==> config.mk <==
export PLATFORM = sky130hd
export DESIGN_NAME = prompt_correlator_flat
export DESIGN_NICKNAME = d
export VERILOG_FILES = /design/src/rtl/prompt_correlator_if.sv /design/src/rtl/prompt_correlator.sv /design/src/flat_wrapper.sv
export SDC_FILE = /design/constraint.sdc
export NUM_CORES = 1
export LEC_CHECK = 0
export CORE_MARGIN = 3
export CORE_UTILIZATION = 25
export DETAILED_ROUTE_END_ITERATION = 10
export PLACE_DENSITY = 0.53
export RECOVER_POWER = 100
export SYNTH_ARGS = -nofsm -noshare
export SYNTH_HDL_FRONTEND = slang
export SYNTH_SLANG_ARGS = --single-unit
==> constraint.sdc <==
create_clock -name clk -period 9.2 [get_ports clk]
set_input_delay 2.76 -clock clk [delete_from_list [all_inputs] [get_ports clk]]
set_output_delay 2.76 -clock clk [all_outputs]
set_load 0.01 [all_outputs]
==> src/rtl/prompt_correlator_if.sv <==
// Sample-in / dump-out bundle for prompt_correlator.
// master = generator + tracking-loop side, slave = the correlator.
interface prompt_correlator_if #(
  parameter int SAMPLE_WIDTH = 3,
  parameter int ACC_WIDTH    = 16,
  parameter int CNT_WIDTH    = 16
);
  logic                           clear;
  logic                           sample_valid;
  logic signed [SAMPLE_WIDTH-1:0] i_sample;
  logic signed [SAMPLE_WIDTH-1:0] q_sample;
  logic                           ca_bit;
  logic [9:0]                     code_shift;
  logic signed [ACC_WIDTH-1:0]    dump_i;
  logic signed [ACC_WIDTH-1:0]    dump_q;
  logic [CNT_WIDTH-1:0]           dump_count;
  logic                           dump_valid;
  logic                           dump_ready;
  logic                           overrun;

  modport master (
    output clear, sample_valid, i_sample, q_sample, ca_bit, code_shift, dump_ready,
    input  dump_i, dump_q, dump_count, dump_valid, overrun
  );

  modport slave (
    input  clear, sample_valid, i_sample, q_sample, ca_bit, code_shift, dump_ready,
    output dump_i, dump_q, dump_count, dump_valid, overrun
  );
endinterface

==> src/rtl/prompt_correlator.sv <==
// Prompt correlator: despreads I/Q by the C/A chip, accumulates one code period, dumps at each epoch.
// Optional macro CORR_SATURATE_EN: saturating accumulator adds (default: two's-complement wrap).
module prompt_correlator #(
  parameter int SAMPLE_WIDTH = 3,
  parameter int ACC_WIDTH    = 16,
  parameter int CNT_WIDTH    = 16
) (
  input  logic                 clk,
  input  logic                 reset,
  prompt_correlator_if.slave   bus
);

  typedef enum logic {ST_WAIT, ST_ACCUM} state_t;

  localparam logic signed [ACC_WIDTH-1:0] ACC_MAX = {1'b0, {(ACC_WIDTH-1){1'b1}}};
  localparam logic signed [ACC_WIDTH-1:0] ACC_MIN = {1'b1, {(ACC_WIDTH-1){1'b0}}};

  state_t                      state_q, state_d;
  logic signed [ACC_WIDTH-1:0] acc_i_q, acc_i_d;
  logic signed [ACC_WIDTH-1:0] acc_q_q, acc_q_d;
  logic [CNT_WIDTH-1:0]        cnt_q, cnt_d;
  logic signed [ACC_WIDTH-1:0] dump_i_q, dump_i_d;
  logic signed [ACC_WIDTH-1:0] dump_q_q, dump_q_d;
  logic [CNT_WIDTH-1:0]        dump_count_q, dump_count_d;
  logic                        dump_valid_q, dump_valid_d;
  logic                        overrun_q, overrun_d;
  logic                        prev_nz_q, prev_nz_d;
  logic                        seen_q, seen_d;

  logic signed [ACC_WIDTH-1:0] prod_i, prod_q;
  logic                        boundary;

  function automatic logic signed [ACC_WIDTH-1:0] chip_prod(
    input logic signed [SAMPLE_WIDTH-1:0] s,
    input logic                           neg
  );
    logic signed [ACC_WIDTH-1:0] ext;
    ext = {{(ACC_WIDTH-SAMPLE_WIDTH){s[SAMPLE_WIDTH-1]}}, s};
    return neg ? -ext : ext;
  endfunction

  function automatic logic signed [ACC_WIDTH-1:0] acc_add(
    input logic signed [ACC_WIDTH-1:0] a,
    input logic signed [ACC_WIDTH-1:0] b
  );
    logic [ACC_WIDTH:0] sum;
    sum = {a[ACC_WIDTH-1], a} + {b[ACC_WIDTH-1], b};
`ifdef CORR_SATURATE_EN
    // Extra top bit disagreeing with the sign bit means the signed add overflowed.
    if (sum[ACC_WIDTH] != sum[ACC_WIDTH-1]) begin
      return sum[ACC_WIDTH] ? ACC_MIN : ACC_MAX;
    end
`endif
    return sum[ACC_WIDTH-1:0];
  endfunction

  function automatic logic [CNT_WIDTH-1:0] cnt_inc(input logic [CNT_WIDTH-1:0] c);
    return (c == {CNT_WIDTH{1'b1}}) ? c : c + 1'b1;
  endfunction

  always_comb begin
    prod_i   = chip_prod(bus.i_sample, bus.ca_bit);
    prod_q   = chip_prod(bus.q_sample, bus.ca_bit);
    // An epoch is a phase-0 chip following a nonzero phase, or the very first phase-0 chip after re-arm.
    boundary = (bus.code_shift == 10'd0) && (prev_nz_q || !seen_q);
  end

  always_comb begin
    state_d      = state_q;
    acc_i_d      = acc_i_q;
    acc_q_d      = acc_q_q;
    cnt_d        = cnt_q;
    dump_i_d     = dump_i_q;
    dump_q_d     = dump_q_q;
    dump_count_d = dump_count_q;
    dump_valid_d = dump_valid_q;
    overrun_d    = overrun_q;
    prev_nz_d    = prev_nz_q;
    seen_d       = seen_q;

    if (dump_valid_q && bus.dump_ready) begin
      dump_valid_d = 1'b0;
    end

    if (bus.clear) begin
      state_d      = ST_WAIT;
      acc_i_d      = '0;
      acc_q_d      = '0;
      cnt_d        = '0;
      dump_valid_d = 1'b0;
      overrun_d    = 1'b0;
      prev_nz_d    = 1'b0;
      seen_d       = 1'b0;
    end else if (bus.sample_valid) begin
      prev_nz_d = (bus.code_shift != 10'd0);
      seen_d    = 1'b1;
      case (state_q)
        ST_WAIT: begin
          if (boundary) begin
            state_d = ST_ACCUM;
            acc_i_d = prod_i;
            acc_q_d = prod_q;
            cnt_d   = CNT_WIDTH'(1);
          end
        end
        ST_ACCUM: begin
          if (boundary) begin
            dump_i_d     = acc_i_q;
            dump_q_d     = acc_q_q;
            dump_count_d = cnt_q;
            dump_valid_d = 1'b1;
            if (dump_valid_q && !bus.dump_ready) begin
              overrun_d = 1'b1;
            end
            acc_i_d = prod_i;
            acc_q_d = prod_q;
            cnt_d   = CNT_WIDTH'(1);
          end else begin
            acc_i_d = acc_add(acc_i_q, prod_i);
            acc_q_d = acc_add(acc_q_q, prod_q);
            cnt_d   = cnt_inc(cnt_q);
          end
        end
        default: state_d = ST_WAIT;
      endcase
    end
  end

  always_ff @(posedge clk or posedge reset) begin
    if (reset) begin
      state_q      <= ST_WAIT;
      acc_i_q      <= '0;
      acc_q_q      <= '0;
      cnt_q        <= '0;
      dump_i_q     <= '0;
      dump_q_q     <= '0;
      dump_count_q <= '0;
      dump_valid_q <= 1'b0;
      overrun_q    <= 1'b0;
      prev_nz_q    <= 1'b0;
      seen_q       <= 1'b0;
    end else begin
      state_q      <= state_d;
      acc_i_q      <= acc_i_d;
      acc_q_q      <= acc_q_d;
      cnt_q        <= cnt_d;
      dump_i_q     <= dump_i_d;
      dump_q_q     <= dump_q_d;
      dump_count_q <= dump_count_d;
      dump_valid_q <= dump_valid_d;
      overrun_q    <= overrun_d;
      prev_nz_q    <= prev_nz_d;
      seen_q       <= seen_d;
    end
  end

  assign bus.dump_i     = dump_i_q;
  assign bus.dump_q     = dump_q_q;
  assign bus.dump_count = dump_count_q;
  assign bus.dump_valid = dump_valid_q;
  assign bus.overrun    = overrun_q;

endmodule
==> src/flat_wrapper.sv <==
// flat-port wrapper written by rule: the top's interface ports become plain ports
module prompt_correlator_flat 
#(
  parameter int SAMPLE_WIDTH = 3,
  parameter int ACC_WIDTH    = 16,
  parameter int CNT_WIDTH    = 16
)
  (clk, reset, bus_clear, bus_sample_valid, bus_i_sample, bus_q_sample, bus_ca_bit, bus_code_shift, bus_dump_ready, bus_dump_i, bus_dump_q, bus_dump_count, bus_dump_valid, bus_overrun);
  prompt_correlator_if #(.SAMPLE_WIDTH(SAMPLE_WIDTH), .ACC_WIDTH(ACC_WIDTH), .CNT_WIDTH(CNT_WIDTH)) bus_i ();
  input  logic clk;
  input  logic reset;
  input wire logic [$bits(bus_i.clear)-1:0] bus_clear;
  input wire logic [$bits(bus_i.sample_valid)-1:0] bus_sample_valid;
  input wire logic [$bits(bus_i.i_sample)-1:0] bus_i_sample;
  input wire logic [$bits(bus_i.q_sample)-1:0] bus_q_sample;
  input wire logic [$bits(bus_i.ca_bit)-1:0] bus_ca_bit;
  input wire logic [$bits(bus_i.code_shift)-1:0] bus_code_shift;
  input wire logic [$bits(bus_i.dump_ready)-1:0] bus_dump_ready;
  output wire logic [$bits(bus_i.dump_i)-1:0] bus_dump_i;
  output wire logic [$bits(bus_i.dump_q)-1:0] bus_dump_q;
  output wire logic [$bits(bus_i.dump_count)-1:0] bus_dump_count;
  output wire logic [$bits(bus_i.dump_valid)-1:0] bus_dump_valid;
  output wire logic [$bits(bus_i.overrun)-1:0] bus_overrun;
  assign bus_i.clear = bus_clear;
  assign bus_i.sample_valid = bus_sample_valid;
  assign bus_i.i_sample = bus_i_sample;
  assign bus_i.q_sample = bus_q_sample;
  assign bus_i.ca_bit = bus_ca_bit;
  assign bus_i.code_shift = bus_code_shift;
  assign bus_i.dump_ready = bus_dump_ready;
  assign bus_dump_i = bus_i.dump_i;
  assign bus_dump_q = bus_i.dump_q;
  assign bus_dump_count = bus_i.dump_count;
  assign bus_dump_valid = bus_i.dump_valid;
  assign bus_overrun = bus_i.overrun;
  prompt_correlator #(.SAMPLE_WIDTH(SAMPLE_WIDTH), .ACC_WIDTH(ACC_WIDTH), .CNT_WIDTH(CNT_WIDTH)) u_core (.clk(clk), .reset(reset), .bus(bus_i));
endmodule
# Yosys cells after proc, flatten, opt, wreduce, memory -nomap -nowiden

Cells that the tools add are included.

$add $sub $neg: 5
Eq/ne operators: 3
Muxes and demuxes: 36
Bitwise gates (word level): 2
Reduce and logical (&&, ||, !) cells: 16

Operators with widths:

| operator                                               | count |
|---|---|
| 2-to-1 mux 16 bit                                      | 15 |
| one-hot mux 16 bit (2 select lines)                    | 3 |
| adder 16 bit                                           | 2 |
| negator 3 -> 16 bit                                    | 2 |
| 2-to-1 mux 1 bit                                       | 18 |
| adder 16 x 1 -> 16 bit (second input constant)         | 1 |
| == test 16 bit (second input constant)                 | 1 |
| logical NOT 10 bit                                     | 1 |
| nonzero test 10 bit                                    | 1 |
| AND reduction 4 bit                                    | 2 |
| nonzero test 2 bit                                     | 4 |
| inequality test 4 bit (second input constant)          | 1 |
| logical AND 1 bit                                      | 3 |
| inequality test 3 x 2 -> 1 bit (second input constant) | 1 |
| AND reduction 3 bit                                    | 1 |
| logical NOT 1 bit                                      | 2 |
| inverter 1 bit                                         | 2 |
| AND reduction 2 bit                                    | 1 |
| logical OR 1 bit                                       | 1 |

Bits in registers: 101
Bits of input ports: 22
Output and inout bits: 50

# Logic depth before layout (Yosys ltp)

Gate-level depths: netlist (run 1).

Word-level depth: 7
Gate-level depth with buffers: 15
Gate-level depth less buffers: 15

# Worst setup path before layout (run 1)

OpenSTA, ideal clock, no wires.

Path kind: input port to flip-flop
Start point: input bus_ca_bit
End point: register u_core.acc_q_q[15]
Arrival: 5728 ps
Path slack: 3386 ps
Stages: 14
Path buffers: 1
Path through: clkbuf_1 > inv_1 > nand2_1 > a21boi_0 > inv_1 > ha_1 > a21oi_1 > o2bb2ai_1 > a31oi_1 > a211o_1 > a221o_1 > a21oi_1 > mux2_2 > o221ai_2

Cells in the longest elaborated chain, start to end: 6
Elaborated cells between the ends (all ways): 7
Classes of those cells: 1 x add/sub; 6 x mux

RTL lines:

| what                                  | line                     | text |
|---|---|---|
| start, declared                       | flat_wrapper.sv:16       | `input wire logic [$bits(bus_i.ca_bit)-1:0] bus_ca_bit;` |
| 2-to-1 mux 16 bit *                   | prompt_correlator.sv:39  | `return neg ? -ext : ext;` |
| adder 16 bit                          | prompt_correlator.sv:47  | `sum = {a[ACC_WIDTH-1], a} + {b[ACC_WIDTH-1], b};` |
| 2-to-1 mux 16 bit                     | prompt_correlator.sv:107 | `if (boundary) begin` |
| one-hot mux 16 bit (2 select lines) * | prompt_correlator.sv:97  | `case (state_q)` |
| 2-to-1 mux 16 bit *                   | prompt_correlator.sv:94  | `end else if (bus.sample_valid) begin` |
| 2-to-1 mux 16 bit *                   | prompt_correlator.sv:85  | `if (bus.clear) begin` |
| end signal, assigned                  | prompt_correlator.sv:145 | `acc_q_q <= acc_q_d;` |
| end, declared                         | prompt_correlator.sv:20  | `logic signed [ACC_WIDTH-1:0] acc_q_q, acc_q_d;` |

Every way passes the cells marked *; elsewhere a longest branch is shown, timed or not. The select of a mux whose other input is x is not followed.
A chain may end at the register's enable or synchronous reset.

# Final worst setup path (run 1)

Start point: input bus_code_shift[7]
End point: register u_core.dump_i_q[4], in the netlist u_core.bus.dump_i[4]

Cells in the longest elaborated chain, start to end: 3

RTL lines:

| what                          | line                     | text |
|---|---|---|
| start, declared               | flat_wrapper.sv:17       | `input wire logic [$bits(bus_i.code_shift)-1:0] bus_code_shift;` |
| logical NOT 10 bit            | prompt_correlator.sv:65  | `boundary = (bus.code_shift == 10'd0) && (prev_nz_q \|\| !seen_q);` |
| logical AND 1 bit             | prompt_correlator.sv:65  |  |
| AND reduction 4 bit (no line) | --                       |  |
| end signal, assigned          | prompt_correlator.sv:147 | `dump_i_q <= dump_i_d;` |
| end, declared                 | prompt_correlator.sv:22  | `logic signed [ACC_WIDTH-1:0] dump_i_q, dump_i_d;` |

No other way between the ends.

==> results of run 1 <==
-- worst paths after layout --
path,slack [ns],endpoint,depth (start not counted)
worst max-delay path,2.49,u_core.bus.dump_i[4],6
worst min-delay path,0.50,u_core.bus.dump_count[1],1
worst max register to register,5.50,u_core.bus.dump_i[4],5
max in group asynchronous,4.52,u_core.acc_i_q[14],3
min in group asynchronous,3.16,u_core.cnt_q[6],2
worst min register to register,0.50,u_core.bus.dump_count[1],1
-- cells by family (layout without fill, tap and decap cells) --
family                     after synthesis  in the layout  share of synthesized area (%)
buffers and inverters                   44            114                           2.97
xor gates and xnor gates                36             36                           5.38
AOI/OAI and AO/OA                      126            126                           13.8
and+or+nand+nor                        175            175                           14.0
muxes                                   55             55                           10.4
DFF                                    101            101                           43.1
adders and majority gates               47             47                           10.3
-- cells in the mapped netlist, drive strengths merged (2+ instances only) --
master   number  share of area (%)
nor4          4               0.43
a2111oi       2               0.51
inv          23                1.5
nor3          7               0.60
and2          4               0.43
nor2b         5               0.53
a211o         4               0.60
a21o         11                1.4
buf           8               0.66
and4          2               0.30
nand2        73                4.7
o41ai         2               0.30
a22o          2               0.30
a31oi         6               0.64
or2           3               0.32
and3          8               0.85
nor2         34                2.2
a221oi        3               0.56
a21oi        37                3.2
a22oi         2               0.26
dfrtp       101                 43
clkbuf       13               0.83
xor2         21                3.1
nand4         7               0.75
mux2i         6                1.0
nand3b        5               0.64
xnor2        15                2.2
nand2b        4               0.43
a32o          3               0.51
o21ai        39                3.3
ha           45                9.6
nor3b         2               0.26
mux2         49                9.4
nand3        13                1.1
or3           3               0.32
fa            2               0.68
a211oi        3               0.38
o21a          3               0.38
-- where the power goes --
group,switching [W],internal (W)
registers,0.00000111,0.000445
logic,0.0000533,0.0000330
clock network,0.000186,0.000218
total,0.000241,0.000696
-- layer usage --
layer | part of all wire, % | vias up
met2 | 45 | 68
met1 | 50 | 2127
met5 | 0.050 | -
met4 | 1.4 | 2
met3 | 3.1 | 15
li1 | - | 2217
-- cell usage in the layout (no fill, tap or decap), drive strengths merged, types with 7 or more instances in the layout --
cell,netlist,final
xnor2,15,15
clkdlybuf4s50,0,17
dfrtp,101,101
nor3,7,7
clkbuf,13,12
a21o,11,11
nand2,73,73
ha,45,45
nand3,13,13
dlygate4sd3,0,54
o21ai,39,39
and3,8,8
mux2,49,49
inv,23,26
nor2,34,34
xor2,21,21
a21oi,37,37
nand4,7,7
-- per-stage QoR --
stage	utilization, %	power [W]	setup WS, ns
6_report	31.5	0.000936	2.49
5_1_grt	31.5	0.000982	2.13
4_1_cts	31.6	0.000955	2.82
3_5_place_dp	30.3	0.000543	2.45
3_3_place_gp	30.3	0.000543	2.53
2_1_floorplan	-	0.000516	3.39
-- final cells by class --
type | count | area [um^2] | area share (%)
inverter | 23 | 87.6 | 1.22
timing repair buffer | 75 | 729 | 10.1
clock inverter | 7 | 88.8 | 1.23
clock buffer | 9 | 225 | 3.13
multi-input combinational | 439 | 3150 | 43.7
tap | 313 | 392 | 5.44
sequential | 101 | 2530 | 35.1
-- flip-flops by register name, indices dropped and copies added (netlist names) --
| register | count |
|---|---|
| u_core.acc_i_q | 16 |
| u_core.acc_q_q | 16 |
| u_core.bus.dump_count | 16 |
| u_core.bus.dump_i | 16 |
| u_core.bus.dump_q | 16 |
| u_core.cnt_q | 16 |
| u_core.bus.dump_valid | 1 |
| u_core.bus.overrun | 1 |
| u_core.prev_nz_q | 1 |
| u_core.seen_q | 1 |
| u_core.state_q | 1 |
-- worst max-delay path: stages --
cell and delay (ns):
dlygate4sd3_1 0.53, nor4_1 0.43, o2111a_1 0.56, and3_1 1.06, clkbuf_1 1.13, mux2_2 0.43
==> impl_summary.txt, run 1 <==
----------------------------------------------------
[Logic synthesis]
  Flops & latches, synth ... 101
  Yosys warnings ... 0
  Synthesized instance count ... slightly below 600
  Mean post-synth cell area ... about 10 um^2
  Cell area after technology mapping ... a little under 6000 um^2
  Library cells used by synthesis ... 51
  Fraction of the yosys area taken by sequential cells ... between 40% and 50%
  Number of enable-type register cells in the synthesized netlist ... 0
  Net count after synthesis ... around 650
  Primary FF master, synth ... dfrtp_1
  Share of synthesized flip-flops with an asynchronous set or reset ... 100%

[Routing]
  Initial DRC Count ... 161
  DR vias/cell ... 4.58
  DR pass1 iterations ... 4
  Routed wire length per instance ... ~14 um
  Total number of vias ... ~4400
  Routed wire length ... 13900 um
  Detailed-route DRC error count ... 0
  Remaining antenna violation count after routing ... 0

[Timing]
  Worst Hold Slack ... around 0.50 ns
  Number of endpoints with negative hold slack in the final report ... 0
  TNS Setup ... 0 ns
  Largest clock skew in the final design ... roughly 0.010 ns
  Crit share post-route ... between 70% and 80%
  Maximum achievable frequency ... 149 MHz
  Headroom to the max-slew limit ... -6.87%
  Final critical-path required period ... approximately 6.7 ns
  Pins over their slew limit ... 33
  Slew @ Worst Pin ... between 1.5 and 2 ns
  Final setup violating endpoints ... 0
  Setup repair after global routing missed its margin ... false

[Pwr]
  Maximum vdd drop ... between 0.09 and 0.1 mV
  Leak pwr ... around 3.6 nW
  Power density cells ... 130 nW/um^2

[Global routing]
  Number of global-route vias before repair ... approximately 4500
  Global route overflow ... 0
  Largest net degree at the start of global routing ... between 70 and 80
  Fraction of met1 tracks used by global routing ... 15.8%
  Met3 global-route usage ... 2.39%
  Layer with the highest usage after global routing ... met2
  Global-route met2 utilization ... between 10% and 20%
  Total routing usage reported by global routing ... about 11%
  Number of antenna violations at the first check in global routing ... 1
  Global-route wire length before repair ... between 20000 and 25000 um

[Place]
  Number of input and output port buffers inserted ... 71
  HPWL after detailed placement ... just under 10000 um
  Total cell area at the placement stage ... a little under 7000 um^2
  Post-placement cell count ... roughly 950
  Routability congestion estimate ... approximately 0.82

[Floorplanning]
  Area enclosed by the die boundary ... around 25000 um^2
  Io pins ... just over 70
  Starting utilization of the core area ... 25.7%
  Floorplan die width ... roughly 160 um
  Die height ... roughly 160 um
  Placeable Area ... around 23000 um^2
  Number of rows in the core area ... 55

[Clock network]
  Clock tree from TritonCTS ... built
  Count of instances resized after the clock tree is built ... 0
  Clk pin slew, worst setup/hold paths ... about 0.080 ns
  Buffer type at the clock tree root ... clkbuf_16
  Number of CTS-inserted buffers ... 9
  Clk sinks ... a little over 100
  Clock Path Buffers ... 2
  Count of hold-fix buffers inserted at cts ... 0
  H-tree level count ... 3
  Clk_lat worst skew ... between 0.3 and 0.4 ns
  Number of setup buffers added after CTS ... 0

[Final layout]
  Finished Cell Area ... just over 7000 um^2
  Layout cells sized above 1 ... roughly 11%
  Final cell count without fillers ... just under 1000
  Nets ... ~700
  Fill cell total of the finished layout ... approximately 2400
  Layout overhead on the synthesized area ... 22.8%
  Final antenna diode count ... 0

[Setup path]
  Worst EP required ... between 9 and 10 ns
  Arrival time worst endpoint ... between 6 and 7 ns
  Worst flop-to-flop path startpoint ... u_core.seen_q
  Worst Setup Start Kind ... input port
  Critical path type ... in2reg
  Worst setup path start ... bus_code_shift[7]
  CP Capture Type ... flop
  Critical path fanouts, max ... 26

[Worst hold path]
  Tightest Hold Check Type ... reg2reg
  Min-delay src ... u_core.bus.dump_count[1]

[Status]
  Run status ... finished, violations left
  Violations in the final reports ... capacitance limit, slew limit

[Flow run]
  Max-Cap Viols ... 1

----------------------------------------------------
No activity file was read; power rests on OpenSTA's default activity.
==> run 2, diff against run 1 <==
Clock period 9.2 ns to 6.9 ns, I/O delays scaled along.
==> run 2 against run 1 <==
  * The run still ends with capacitance limit, slew limit left
  * Hold slack lost 0.0058 ns
  * Total power is 32% higher
  * Sequential share of layout area barely moved
  * Sequential cell count unchanged
==> impl_summary.txt, run 2 (synthesis gave the netlist of run 1 again) <==
----------------------------------------------------
[Status]
  Violations in the final reports ... capacitance limit, slew limit
  Run status ... finished, violations left

[Pwr]
  Maximum vdd drop ... 0.107 mV (+17%)
  Power density cells ... 172 nW/um^2 (+32%)
  Leak pwr ... 3.61 nW (-0.12%)

[Timing]
  Crit share post-route ... 83.3%
  Slew @ Worst Pin ... 2.99 ns (+1.39 ns)
  Largest clock skew in the final design ... 0.0104 ns (+0.000333 ns)
  Headroom to the max-slew limit ... -100% (-94 points)
  Setup repair after global routing missed its margin ... false
  Pins over their slew limit ... 101 (+210%)
  Worst Hold Slack ... 0.496 ns (-0.00585 ns)
  Number of endpoints with negative hold slack in the final report ... 0 (unchanged)
  Final critical-path required period ... 5.75 ns
  Setup slack of the critical path after layout ... 1.15 ns (-1.33 ns)
  TNS Setup ... 0 ns (unchanged)
  Maximum achievable frequency ... 174 MHz
  Final setup violating endpoints ... 0 (unchanged)

[Floorplanning]
  Placeable Area ... 22800 um^2 (unchanged)
  Area enclosed by the die boundary ... 25300 um^2 (unchanged)
  Starting utilization of the core area ... 25.7% (unchanged)
  Io pins ... 72 (unchanged)
  Die height ... 159 um (unchanged)
  Floorplan die width ... 159 um (unchanged)
  Number of rows in the core area ... 55 (unchanged)

[Place]
  HPWL after detailed placement ... 10000 um (+1.7%)
  Number of input and output port buffers inserted ... 71 (unchanged)
  Total cell area at the placement stage ... 6920 um^2 (unchanged)
  Pre-CTS setup slack ... 0.883 ns (-1.57 ns)
  Routability congestion estimate ... 0.824 (+0.49%)

[Clock network]
  Buffer type at the clock tree root ... clkbuf_16
  Clk pin slew, worst setup/hold paths ... 0.08 ns (about the same)
  Clk sinks ... 101 (unchanged)
  Count of hold-fix buffers inserted at cts ... 0 (unchanged)
  Number of setup buffers added after CTS ... 0 (unchanged)
  Clock tree from TritonCTS ... built
  H-tree level count ... 3 (unchanged)
  Number of CTS-inserted buffers ... 9 (unchanged)
  Clk_lat worst skew ... 0.36 ns (about the same)
  Count of instances resized after the clock tree is built ... 0 (unchanged)
  Clock Path Buffers ... 2 (unchanged)

[Setup path]
  Worst setup path start ... bus_ca_bit
  FF-to-FF path depth ... 9 (+4)
  Critical path fanouts, max ... 10 (-62%)
  Worst flop-to-flop path startpoint ... u_core.acc_q_q[2]
  Arrival time worst endpoint ... 6.01 ns (-0.93 ns)
  Critical R2R Capture ... u_core.acc_q_q[15]
  Worst EP required ... 7.16 ns (-2.27 ns)
  Critical path type ... in2reg
  CP Capture Type ... flop
  Worst Setup Start Kind ... input port
  Setup slack on the worst flop-to-flop path ... 3.87 ns (-1.63 ns)

[Worst hold path]
  Tightest Hold Check Type ... reg2reg
  Number of stages on the worst hold path ... 2 (+1)
  Worst Hold Endpoint ... u_core.seen_q
  Min-delay src ... u_core.seen_q

[Global routing]
  Largest net degree at the start of global routing ... 68 (-5.6%)
  Total routing usage reported by global routing ... 11.7% (+0.26 points)
  Number of global-route vias before repair ... 4566 (+0.88%)
  Number of antenna violations at the first check in global routing ... 1 (unchanged)
  Global route overflow ... 0 (unchanged)
  Global-route wire length before repair ... 24100 um (+1.6%)

[Routing]
  Detailed-route DRC error count ... 0 (unchanged)
  DR vias/cell ... 4.59 (+0.25%)
  Initial DRC Count ... 173 (+7.5%)
  Total number of vias ... 4440 (+0.25%)
  DR pass1 iterations ... 4 (unchanged)
  Remaining antenna violation count after routing ... 0 (unchanged)
  Routed wire length ... 14200 um (+1.6%)
  Routed wire length per instance ... 14.6 um (+1.6%)

[Final layout]
  Final core area utilization ... 31.5% (about the same)
  Fill cell total of the finished layout ... 2428 (+0.58%)
  Finished Cell Area ... 7200 um^2 (about the same)
  Highest-count cells in the layout ignoring fill and taps ... 101 x dfrtp_1, 73 x nand2_1, 54 x dlygate4sd3_1
  Layout overhead on the synthesized area ... 22.8% (about the same)
  Nets ... 718 (unchanged)
  Layout cells sized above 1 ... 11.5% (+0.31 points)
  Most common library cell in the layout ignoring fill and taps ... dfrtp_1
  Final antenna diode count ... 0 (unchanged)
  Area taken by multi-input logic gates ... 3150 um^2 (+0.20%)
  Register cell area after layout ... 2530 um^2 (unchanged)

[Flow run]
  Max-Cap Viols ... 2 (+1)

----------------------------------------------------
run 2: cell count changes in the layout (fill, tap and decap cells not counted), sizes merged:
| cell | change |
|---|---|
| bufinv | -1 |
| clkinv | -1 |
| clkinvlp | +1 |
| buf | +1 |
run 2: cell type report:
type	count	share of cell area (%)
sequential	101	35.1
clock inverter	6	0.887
timing repair buffer	75	10.2
clock buffer	10	3.32
tap	313	5.44
multi-input combinational	439	43.8
inverter	23	1.22
run 2: layer usage:
layer	track usage [%]	up-vias	routed length, um
met5	0	-	7
met4	3.46	2	203
met3	2.52	19	404
met2	18.6	55	6420
met1	16.0	2139	7120
li1	-	2225	-
run 2: power breakdown:
group	switching (W)	internal, W	leakage [nW]	total (W)
clock network	0.000260	0.000266	0.146	0.000526
registers	0.00000137	0.000593	1.41	0.000594
logic	0.0000713	0.0000440	2.05	0.000115
run 2: how the worst max path moves through the flow:
stage | end | cells past startpoint
finish | u_core.acc_q_q[15] | 14
floorplan | u_core.acc_q_q[15] | 14
CTS | u_core.acc_q_q[15] | 14
global route | u_core.acc_q_q[15] | 14
global placement | u_core.acc_q_q[15] | 14
detailed placement | u_core.acc_q_q[15] | 14
run 2: per-stage QoR:
| step | power (W) | cells |
|---|---|---|
| 6_report | 0.00124 | 967 |
| 2_1_floorplan | 0.000688 | 584 |
| 4_1_cts | 0.00126 | 967 |
| 3_5_place_dp | 0.000725 | 951 |
| 3_3_place_gp | 0.000724 | 951 |
| 5_1_grt | 0.00130 | 967 |
run 2: worst max-delay path, stage by stage:
cell and delay (ns):
dlygate4sd3_1 0.79, inv_1 0.18, nand2_1 0.13, a21boi_0 0.45, inv_1 0.24, ha_1 0.32
a21oi_1 0.13, o2bb2ai_1 0.12, a31oi_1 0.07, a211o_1 0.34, a221o_1 0.36, a2111oi_0 0.45
a211oi_1 0.13, o221ai_2 0.22
==> run 3, diff against run 2 <==
Clock period 6.9 ns to 5.9 ns, I/O delays scaled along.
==> run 3 against run 2 <==
  * The flow still finishes with violations (capacitance limit, slew limit)
  * Largest cell class unchanged
  * Total power increased by 21%
  * Non-clock buffer count increased by 9
  * Count of clock-buffer cells in the layout decreased by 1
==> impl_summary.txt, run 3 (synthesis gave the netlist of run 1 again) <==
----------------------------------------------------
[Clock network]
  Count of hold-fix buffers inserted at cts ... 0 (unchanged)
  Buffer type at the clock tree root ... clkbuf_16
  Clk_lat worst skew ... 0.36 ns (about the same)
  H-tree level count ... 3 (unchanged)
  Number of setup buffers added after CTS ... 0 (unchanged)
  Clock Path Buffers ... 2 (unchanged)
  Count of instances resized after the clock tree is built ... 0 (unchanged)
  Clk sinks ... 101 (unchanged)
  Clock tree from TritonCTS ... built
  Clk pin slew, worst setup/hold paths ... 0.07 ns (about the same)
  Number of CTS-inserted buffers ... 9 (unchanged)

[Status]
  Run status ... finished, violations left
  Violations in the final reports ... capacitance limit, slew limit

[Place]
  Routability congestion estimate ... 0.844 (+2.4%)
  HPWL after detailed placement ... 10300 um (+2.8%)
  Number of input and output port buffers inserted ... 71 (unchanged)
  Pre-CTS setup slack ... 0.328 ns (-0.555 ns)
  Post-placement cell count ... 960 (+0.95%)

[Setup path]
  CP Capture Type ... flop
  Arrival time worst endpoint ... 5.65 ns (-0.36 ns)
  Worst setup path start ... bus_q_sample[2]
  Standard cell with the maximum stage delay on the critical path ... dlygate4sd3_1
  Critical path cell sequence ... dlygate4sd3_1 -> inv_1 -> nand3_1 -> ha_1 -> a21oi_1 -> ha_1 -> and3_1 -> a221oi_1 -> a31oi_1 -> a211o_1 -> a221o_1 -> a21oi_1 -> mux2_2 -> o221ai_1
  Worst EP required ... 6.17 ns (-0.99 ns)
  Worst Setup Start Kind ... input port
  Worst flop-to-flop path startpoint ... u_core.seen_q
  Critical path capture point ... u_core.acc_q_q[15]
  Critical path fanouts, max ... 7 (-3)
  Critical R2R Capture ... u_core.bus.dump_q[11]
  Critical path type ... in2reg
  FF-to-FF path depth ... 5 (-4)
  Delay of the slowest cell on the worst path ... 0.59 ns (-0.20 ns)
  Setup slack on the worst flop-to-flop path ... 2.66 ns (-1.21 ns)

[Final layout]
  Layout cells sized above 1 ... 11.8% (+0.30 points)
  Final antenna diode count ... 0 (unchanged)
  Layout overhead on the synthesized area ... 23.9%
  Highest-count cells in the layout ignoring fill and taps ... 101 x dfrtp_1, 73 x nand2_1, 55 x dlygate4sd3_1
  Nets ... 727 (+1.3%)
  Most common library cell in the layout ignoring fill and taps ... dfrtp_1
  Final cell count without fillers ... 976 (+0.93%)

[Floorplanning]
  Floorplan die width ... 159 um (unchanged)
  Placeable Area ... 22800 um^2 (unchanged)
  Starting utilization of the core area ... 25.7% (unchanged)
  Die height ... 159 um (unchanged)
  Area enclosed by the die boundary ... 25300 um^2 (unchanged)
  Number of rows in the core area ... 55 (unchanged)
  Io pins ... 72 (unchanged)

[Pwr]
  Leak pwr ... 3.65 nW (+1.2%)
  Internal cell power ... 0.00113 W (+25%)
  Comb power frac ... 9.2% (about the same)
  Net Sw Power ... 0.000371 W (+12%)
  Maximum vdd drop ... 0.133 mV (+25%)
  Sequential cell fraction of total power ... 46.4% (-1.7 points)
  Power density cells ... 206 nW/um^2 (+20%)
  Part of the total power dissipated in the clock network ... 44.4% (+1.8 points)
  Share of total power consumed by net switching ... 24.8% (-2.1 points)

[Timing]
  Number of endpoints with negative hold slack in the final report ... 0 (unchanged)
  Final setup violating endpoints ... 0 (unchanged)
  Slew @ Worst Pin ... 2.22 ns (-0.766 ns)
  Setup repair after global routing missed its margin ... false
  Final critical-path required period ... 5.38 ns
  Crit share post-route ... between 90% and 100%
  Largest clock skew in the final design ... 0.0117 ns (+0.00125 ns)
  Maximum achievable frequency ... roughly 190 MHz
  Worst Hold Slack ... 0.500 ns (+0.00356 ns)
  Headroom to the max-slew limit ... -48.3% (+52 points)
  Pins over their slew limit ... 114 (+13%)
  TNS Setup ... 0 ns (unchanged)
  Setup slack of the critical path after layout ... 0.523 ns (-0.632 ns)

[Global routing]
  Total routing usage reported by global routing ... 11.7% (+0.063 points)
  Global-route wire length before repair ... 24500 um (+1.5%)
  Global route overflow ... 0 (unchanged)
  Number of global-route vias before repair ... 4552 (-0.31%)
  Number of antenna violations at the first check in global routing ... 0 (-1)
  Largest net degree at the start of global routing ... 42 (-38%)

[Routing]
  Routed wire length per instance ... 14.5 um (-0.86%)
  DR vias/cell ... 4.58 (-0.25%)
  Routed wire length ... 14200 um (about the same)
  DR pass1 iterations ... 4 (unchanged)
  Initial DRC Count ... 214 (+24%)
  Remaining antenna violation count after routing ... 0 (unchanged)
  Detailed-route DRC error count ... 0 (unchanged)
  Total number of vias ... 4470 (+0.68%)

[Worst hold path]
  Tightest Hold Check Type ... reg2reg

[Flow run]
  Max-Cap Viols ... 3 (+1)

----------------------------------------------------
run 3: final cells by class:
type                       instances  area (um^2)
fill                            2432        15600
multi-input combinational        439         3140
sequential                       101         2530
timing repair buffer              84          786
tap                              313          392
clock buffer                       9          225
clock inverter                     7          103
inverter                          23         87.6
run 3: layer usage:
layer	track usage, %	up-vias	wire (um)
met1	16.2	2161	7030
met5	0	-	0
met2	18.6	65	6470
met4	3.06	0	158
li1	-	2233	-
met3	2.76	11	502
run 3: worst max-delay path: cells and delay by family:
family	cells	cell delay (ns)
compound gates	7	1.96
fa+ha+maj	2	0.64
buf+inv	2	0.71
mux	1	0.34
simple gates	2	0.24
run 3: power by group through the flow:
| stage | logic, W | registers (W) | clock network, W |
|---|---|---|---|
| detailed placement | 0.000142 | 0.000709 | 0 |
| finish | 0.000137 | 0.000695 | 0.000665 |
| global route | 0.000157 | 0.000696 | 0.000720 |
| floorplan | 0.0000957 | 0.000708 | 0 |
| CTS | 0.000142 | 0.000695 | 0.000692 |
| global placement | 0.000141 | 0.000709 | 0 |
run 3: per-stage QoR:
stage	cell area [um^2]	power, W	util [%]
after global routing	7260	0.00157	31.8
after detailed placement	6980	0.000851	30.6
after floorplan	5860	0.000804	-
after CTS	7310	0.00153	32.0
after global placement	6980	0.000850	30.6
final	7260	0.00150	31.8
run 3: how the worst min path moves through the flow:
stage | startpoint | to | cells after the start
final | u_core.seen_q | u_core.seen_q | 2
after global routing | u_core.bus.dump_count[9] | u_core.bus.dump_count[9] | 1
after CTS | u_core.seen_q | u_core.seen_q | 2
after detailed placement | u_core.seen_q | u_core.seen_q | 2
after global placement | u_core.seen_q | u_core.seen_q | 2
after floorplan | u_core.acc_i_q[10] | u_core.acc_i_q[10] | 2
